<file path="config.mk">
export PLATFORM = sky130hd
export DESIGN_NAME = vga_sync_gen
export DESIGN_NICKNAME = d
export VERILOG_FILES = /design/src/rtl/vga_pkg.sv /design/src/rtl/vga_axis_timer.sv /design/src/rtl/vga_sync_gen.sv
export SDC_FILE = /design/constraint.sdc
export NUM_CORES = 1
export LEC_CHECK = 0
export CAP_MARGIN = 20
export CORE_MARGIN = 1
export CORE_UTILIZATION = 25
export DETAILED_ROUTE_END_ITERATION = 10
export GPL_TIMING_DRIVEN = 0
export MAX_ROUTING_LAYER = met4
export PLACE_DENSITY = 0.52
export RECOVER_POWER = 25
export SYNTH_ARGS = -nofsm -noshare
export SYNTH_HDL_FRONTEND = slang
export SYNTH_SLANG_ARGS = --single-unit
</file>
<file path="constraint.sdc">
create_clock -name clk -period 3.46 [get_ports clk]
set_input_delay 0.865 -clock clk [delete_from_list [all_inputs] [get_ports clk]]
set_output_delay 0.865 -clock clk [all_outputs]
set_load 0.01 [all_outputs]
</file>
<file path="src/rtl/vga_pkg.sv">
// vga_pkg: shared types and default 640x480@60 timing for the VGA sync generator.
package vga_pkg;

    // Width of the x/y counters; holds both 800 and 525 comfortably.
    localparam int CNT_W = 10;

    // Default 640x480@60 horizontal timing, in pixels.
    localparam int DEF_H_ACTIVE = 640;
    localparam int DEF_H_FP     = 16;
    localparam int DEF_H_SYNC   = 96;
    localparam int DEF_H_BP     = 48;

    // Default 640x480@60 vertical timing, in lines.
    localparam int DEF_V_ACTIVE = 480;
    localparam int DEF_V_FP     = 10;
    localparam int DEF_V_SYNC   = 2;
    localparam int DEF_V_BP     = 33;

    // Phase of one scan axis, visited in declaration order and then back to ACTIVE.
    typedef enum logic [1:0] {
        ACTIVE = 2'd0,
        FRONT  = 2'd1,
        SYNC   = 2'd2,
        BACK   = 2'd3
    } phase_t;

endpackage

</file>
<file path="src/rtl/vga_axis_timer.sv">
// vga_axis_timer: one scan axis (counter plus ACTIVE/FRONT/SYNC/BACK phase FSM).
// The counter steps on adv; wrap flags the step that returns the counter to 0.
module vga_axis_timer
    import vga_pkg::*;
#(
    parameter int ACTIVE_LEN = DEF_H_ACTIVE,
    parameter int FP_LEN     = DEF_H_FP,
    parameter int SYNC_LEN   = DEF_H_SYNC,
    parameter int BP_LEN     = DEF_H_BP
) (
    input  logic             clk,
    input  logic             rst,
    input  logic             adv,
    output logic [CNT_W-1:0] cnt,
    output phase_t           phase,
    output logic             wrap
);

    localparam int TOTAL = ACTIVE_LEN + FP_LEN + SYNC_LEN + BP_LEN;

    // Counts at which each phase after ACTIVE begins, and the last legal count.
    localparam logic [CNT_W-1:0] FRONT_AT = CNT_W'(ACTIVE_LEN);
    localparam logic [CNT_W-1:0] SYNC_AT  = CNT_W'(ACTIVE_LEN + FP_LEN);
    localparam logic [CNT_W-1:0] BACK_AT  = CNT_W'(ACTIVE_LEN + FP_LEN + SYNC_LEN);
    localparam logic [CNT_W-1:0] LAST     = CNT_W'(TOTAL - 1);

    logic [CNT_W-1:0] cnt_q;
    logic [CNT_W-1:0] cnt_d;
    phase_t           phase_q;
    phase_t           phase_d;
    logic             at_end;

    // Anything at or beyond the last count folds back to 0, so a corrupted
    // counter resynchronises on the next advance.
    assign at_end = (cnt_q >= LAST);
    assign wrap   = adv & at_end;

    // Next count and next phase; a phase moves on when the new count reaches its boundary.
    always_comb begin
        cnt_d   = cnt_q;
        phase_d = phase_q;
        if (adv) begin
            if (at_end) begin
                cnt_d   = '0;
                phase_d = ACTIVE;
            end else begin
                cnt_d = cnt_q + CNT_W'(1);
                case (phase_q)
                    ACTIVE:  if (cnt_d == FRONT_AT) phase_d = FRONT;
                    FRONT:   if (cnt_d == SYNC_AT)  phase_d = SYNC;
                    SYNC:    if (cnt_d == BACK_AT)  phase_d = BACK;
                    BACK:    phase_d = BACK;
                    default: phase_d = ACTIVE;
                endcase
            end
        end
    end

    // Counter and phase registers; reset restarts the axis at count 0 in ACTIVE.
    always_ff @(posedge clk) begin
        if (rst) begin
            cnt_q   <= '0;
            phase_q <= ACTIVE;
        end else begin
            cnt_q   <= cnt_d;
            phase_q <= phase_d;
        end
    end

    assign cnt   = cnt_q;
    assign phase = phase_q;

endmodule

</file>
<file path="src/rtl/vga_sync_gen.sv">
// vga_sync_gen: VGA timing generator built from a horizontal and a vertical axis timer.
// Optional macro VGA_SYNC_INTDIV_EN: derive the pixel strobe from an internal clk/2
// toggle flop and ignore the pix_en input.
module vga_sync_gen
    import vga_pkg::*;
#(
    parameter int   H_ACTIVE = DEF_H_ACTIVE,
    parameter int   H_FP     = DEF_H_FP,
    parameter int   H_SYNC   = DEF_H_SYNC,
    parameter int   H_BP     = DEF_H_BP,
    parameter int   V_ACTIVE = DEF_V_ACTIVE,
    parameter int   V_FP     = DEF_V_FP,
    parameter int   V_SYNC   = DEF_V_SYNC,
    parameter int   V_BP     = DEF_V_BP,
    parameter logic SYNC_POL = 1'b0
) (
    input  logic             clk,
    input  logic             rst,
    input  logic             pix_en,
    output logic             hsync,
    output logic             vsync,
    output logic             video_on,
    output logic [CNT_W-1:0] x,
    output logic [CNT_W-1:0] y,
    output logic             line_start,
    output logic             frame_start
);

    logic   strobe;
    logic   h_wrap;
    logic   v_wrap_unused;
    phase_t h_phase;
    phase_t v_phase;

`ifdef VGA_SYNC_INTDIV_EN
    logic div_q;
    logic pix_en_unused;

    assign pix_en_unused = pix_en;

    // Toggle flop: first strobe lands on the 2nd clk after reset release, then every 2nd clk.
    always_ff @(posedge clk) begin
        if (rst) begin
            div_q <= 1'b0;
        end else begin
            div_q <= ~div_q;
        end
    end

    assign strobe = div_q;
`else
    assign strobe = pix_en;
`endif

    vga_axis_timer #(
        .ACTIVE_LEN (H_ACTIVE),
        .FP_LEN     (H_FP),
        .SYNC_LEN   (H_SYNC),
        .BP_LEN     (H_BP)
    ) u_h_timer (
        .clk   (clk),
        .rst   (rst),
        .adv   (strobe),
        .cnt   (x),
        .phase (h_phase),
        .wrap  (h_wrap)
    );

    vga_axis_timer #(
        .ACTIVE_LEN (V_ACTIVE),
        .FP_LEN     (V_FP),
        .SYNC_LEN   (V_SYNC),
        .BP_LEN     (V_BP)
    ) u_v_timer (
        .clk   (clk),
        .rst   (rst),
        .adv   (h_wrap),
        .cnt   (y),
        .phase (v_phase),
        .wrap  (v_wrap_unused)
    );

    // Outputs decode straight from the registered state; reset forces them idle
    // even before the first reset edge has cleared the counters.
    always_comb begin
        hsync       = ~SYNC_POL;
        vsync       = ~SYNC_POL;
        video_on    = 1'b0;
        line_start  = 1'b0;
        frame_start = 1'b0;
        if (!rst) begin
            if (h_phase == SYNC) hsync = SYNC_POL;
            if (v_phase == SYNC) vsync = SYNC_POL;
            video_on    = (h_phase == ACTIVE) && (v_phase == ACTIVE);
            line_start  = strobe && (x == '0);
            frame_start = strobe && (x == '0) && (y == '0);
        end
    end

endmodule

</file>
## Word level (Yosys, flattened, before mapping)

Index checks and enable logic that the tools add are counted.

| cells by class | value |
|---|---|
| $add $sub $neg | 2 |
| $lt $le $gt $ge | 2 |
| equal/unequal tests | 18 |
| multiplexer cells | 19 |
| bitwise gates (word level) | 1 |
| reductions and logical operators | 9 |

Operators by type and width:

| kind | count |
|---|---|
| $eq A10 B10 Y1 const B | 3 |
| $eq A10 B9 Y1 const B | 3 |
| $add A10 B1 Y10 const B | 2 |
| $ge A10 B10 Y1 const B | 2 |
| $logic_not A10 Y1 | 2 |
| $mux W10 | 2 |
| $ne A3 B1 Y1 const B | 6 |
| $mux W2 | 8 |
| $pmux W2 S4 | 2 |
| $eq A2 B2 Y1 const B | 4 |
| $reduce_and A4 Y1 | 2 |
| $mux W1 | 7 |
| $eq A2 B1 Y1 const B | 2 |
| $logic_not A2 Y1 | 2 |
| $logic_and A1 B1 Y1 | 3 |
| $and A1 B1 Y1 | 1 |

| storage, ports and cells | value |
|---|---|
| bits in registers | 24 |
| output and inout bits | 25 |
| logic and storage cells | 55 |

## Logic depth before layout (Yosys ltp)

| logic depth | value |
|---|---|
| depth in word-level cells | 5 |
| gate-level depth with buffers | 7 |
| mapped depth without buffers | 7 |

## Cells and area by module

Synthesis repeated with hierarchy kept, for this count alone.

| unflattened totals | value |
|---|---|
| cells, all modules | 235 |
| area total of the unflattened synthesis | 1781.7 um^2 |

By module, submodules not included:

| module | times used | cells an instance | area an instance (um^2) | sequential area each (um^2) |
|---|---|---|---|---|
| vga_axis_timer at u_h_timer | 1 | 118 | 874.6 | 240.2 |
| vga_axis_timer at u_v_timer | 1 | 105 | 820.8 | 240.2 |
| vga_sync_gen | 1 | 12 | 86.3 | 0.0 |

## Worst setup path after synthesis

No wires, ideal clock.

| timing | value |
|---|---|
| path kind | input-to-output |
| start | input port rst |
| end | output port frame_start |
| data arrival time | 1.660 ns |
| required time | 2.595 ns |
| path slack | 0.935 ns |
| stages | 4 |
| buffers on the path | 1 |
| path through | buf_6 nor4b_1 and4_1 and3_1 |

| on the way | value |
|---|---|
| word-level cells in the longest chain between the ends | 1 |

Ends and longest elaborated chain:

| element | RTL line | RTL |
|---|---|---|
| from (decl) | vga_sync_gen.sv:18 | `input logic rst,` |
| $mux W1 | vga_sync_gen.sv:91 | `if (!rst) begin` |
| to (decl) | vga_sync_gen.sv:26 | `output logic frame_start` |

No other way between the ends.

## Final worst setup path

| timing | value |
|---|---|
| start | input port pix_en |
| end | output port frame_start |

| on the way | value |
|---|---|
| word-level cells in the longest chain between the ends | 3 |

Ends and longest elaborated chain:

| element | RTL line | RTL |
|---|---|---|
| from (decl) | vga_sync_gen.sv:19 | `input logic pix_en,` |
| $logic_and A1 B1 Y1 (2 in a row) | vga_sync_gen.sv:96 | `frame_start = strobe && (x == '0) && (y == '0);` |
| $mux W1 | vga_sync_gen.sv:91 |  |

No other way between the ends.

==> flow_metrics.py <==
metrics = {
    "detailed_routing": {
        "dr.pass1.iters": 4,
        "antenna_left": 0,
        "wl_per_cell_um": 13.3,
        "post_drt_via_cell_ratio": 5.02,
        "vias": 1806,
        "drt-total-wl_mm": 4.79,
        "drt_iter0_drc": 68,
        "drc": 0,
    },
    "global_routing": {
        "grt_max_degree": 14,
        "antenna_found_initial": 0,
        "grt.overflow.total": 0,
        "grt_usage": 0.140,
        "grt_pass1_wl_mm": 8.09,
        "first_global_vias": 1722,
    },
    "synth": {
        "syn_avg_cell_area_um2": 7.53,
        "yosysSeqAreaShare": 0.273,
        "yosysMostFrequentCell": "nor2_1",
        "syn_area_um2": 1760,
        "dominantRegCellSynth": "dfxtp_1",
        "synth_cell_types": 52,
        "ys_ff_latch": 24,
        "yosysWarningCount": 0,
        "synth_commonest_cells": "nor2_1, dfxtp_1, a21oi_1",
        "synth.largest_area_cell": "dfxtp_1",
        "postSynth.asyncResetShare": 0,
        "synth_top_area_share": 0.273,
        "synth_edf_count": 0,
        "synth_cells": 234,
        "synthTopCellsByArea": "dfxtp_1, a21oi_1, nor2_1",
        "syn_nets": 243,
    },
    "critical_path": {
        "critPathLaunchType": "input pin",
        "worstPathArrival_ns": 2.34,
        "reg2regPathDepth": 7,
        "cp_max_fo": 8,
        "critical_path_class": "input pin to output pin",
        "cp.required_ns": 2.59,
        "r2r_start": "u_h_timer.cnt[0]",
        "r2r_slack_ns": 0.95,
        "cp-end-kind": "output pin",
        "timing.rr.end": "u_v_timer.phase[0]",
    },
    "power_and_ir_drop": {
        "powerDensity_nw_per_um2": 239,
        "ir_drop_mv": 0.166,
        "p_total_uw": 524,
        "p_leak_nw": 0.741,
    },
    "clock_tree": {
        "cts_max_path_buffers": 2,
        "cts_max_level": 1,
        "cts_tree": "yes",
        "cts_sinks": 24,
        "cts_setup_buffers": 0,
        "hold_buffers": 0,
        "cts.repair.resized": 1,
        "cts-root-buf": "clkbuf_8",
        "cts_buffers": 3,
        "clk_pin_slew_worst_paths_ns": 0.09,
        "clock_latency_ns": 0.28,
    },
    "place": {
        "routabilityCongestion": 0.889,
        "dp.cells": 356,
        "numPortBuffers": 26,
        "dp.final_hpwl_mm": 3.57,
    },
    "sta": {
        "rsz0062_at_grt": "no",
        "fin_hold_ws_ns": 0.551,
        "slew_viol_final": 0,
        "fin_skew_ns": 0.00331,
        "period_minus_slack_ns": 3.20,
        "timing.slew.headroom": 0.535,
        "tightest_slew_ns": 0.691,
        "final-setup-viol-count": 0,
        "hold_viol": 0,
        "clock.fmax_mhz": 312,
        "finalCritPeriodShare": 0.926,
        "fin_setup_tns_ns": 0,
    },
    "outcome": {
        "status": "completed",
    },
    "worst_hold_path": {
        "holdPathEnd": "u_h_timer.cnt[9]",
        "holdPathStages": 2,
        "hold_start": "u_h_timer.cnt[9]",
        "hp-class": "flop to flop",
    },
    "die": {
        "std_cell_rows": 30,
        "die_area_um2": 7390,
        "core-area_um2": 6790,
        "die_h_um": 85.9,
        "die_w_um": 85.9,
        "start_util": 0.259,
        "ios": 28,
    },
    "final_layout": {
        "syn2layout_area_growth_pct": 24.4,
        "utilization": 0.323,
        "fin_nets": 274,
        "instances_no_fill": 360,
        "drive_gt1_frac": 0.0644,
        "diodes": 0,
    },
    "job": {
        "cap_violations": 0,
    },
}
==> cells by family (layout without fill, tap and decap cells) <==
kind of cell,Yosys count,after routing,synth area share
simple gates,112,112,0.348
mux,2,2,0.0114
buf+inv,25,55,0.0845
compound gates,61,61,0.221
xor+xnor,4,4,0.0199
flops,24,24,0.273
fa+ha+maj,6,6,0.0426
==> through the flow <==
step | worst slack, ns | instance area, um^2
after global placement | -0.280 | 2140
after global routing | 0.154 | 2190
after floorplan | 0.935 | 1760
final | 0.258 | 2190
after CTS | 0.0116 | 2200
after detailed placement | -0.257 | 2140
==> layout make-up <==
cell class	instances	area, um^2
clock buffer	4	55.1
buffer	15	111
timing repair buffer	26	255
tap	96	120
multi-input combinational	185	1130
fill	732	4600
inverter	10	37.5
sequential	24	480
==> worst max-delay path by stage <==
stage | start | endpoint | slack, ns
after floorplan | rst | frame_start | 0.93
after global placement | pix_en | frame_start | -0.28
after detailed placement | pix_en | frame_start | -0.26
after CTS | pix_en | frame_start | 0.01
after global routing | pix_en | frame_start | 0.15
final | pix_en | frame_start | 0.26
==> cells in the final DEF, fill, tap and decap left out, drive strengths merged, types with 3 or more instances in the layout <==
cell type / n
or4: 4
nor2: 29
o21ai: 16
and2: 4
inv: 10
clkdlybuf4s50: 13
nor4: 5
ha: 6
and4: 3
clkbuf: 12
a21oi: 24
nor3b: 6
nor3: 11
nand2: 18
nand3: 10
xnor2: 3
buf: 7
nor4b: 3
and3: 4
nand4b: 4
dfxtp: 24
dlygate4sd3: 13
==> metal layers <==
layer	vias to the layer above	wire [um]	global-route usage
li1	916	-	-
met1	835	2320	0.173
met2	42	2160	0.227
met3	13	229	0.0327
met4	0	86	0.0379
met5	-	0	-
==> state kept, by name, summed over array words and instances (netlist names) <==
register / flops
u_h_timer.cnt: 10
u_h_timer.phase: 2
u_v_timer.cnt: 10
u_v_timer.phase: 2
==> critical path, stage by stage <==
cell	delay [ns]
clkbuf_2	0.18
inv_1	0.15
nor2_1	0.16
and4_1	0.26
and3_1	0.18
clkdlybuf4s50_1	0.54
==> report_power, final <==
part           leakage (nW)  internal (mW)  switching [mW]  total [mW]
registers             0.194          0.278         0.00436       0.282
clock network        0.0288          0.102           0.102       0.204
logic                 0.519         0.0159          0.0218      0.0377
(Power assumes the default switching activity.)
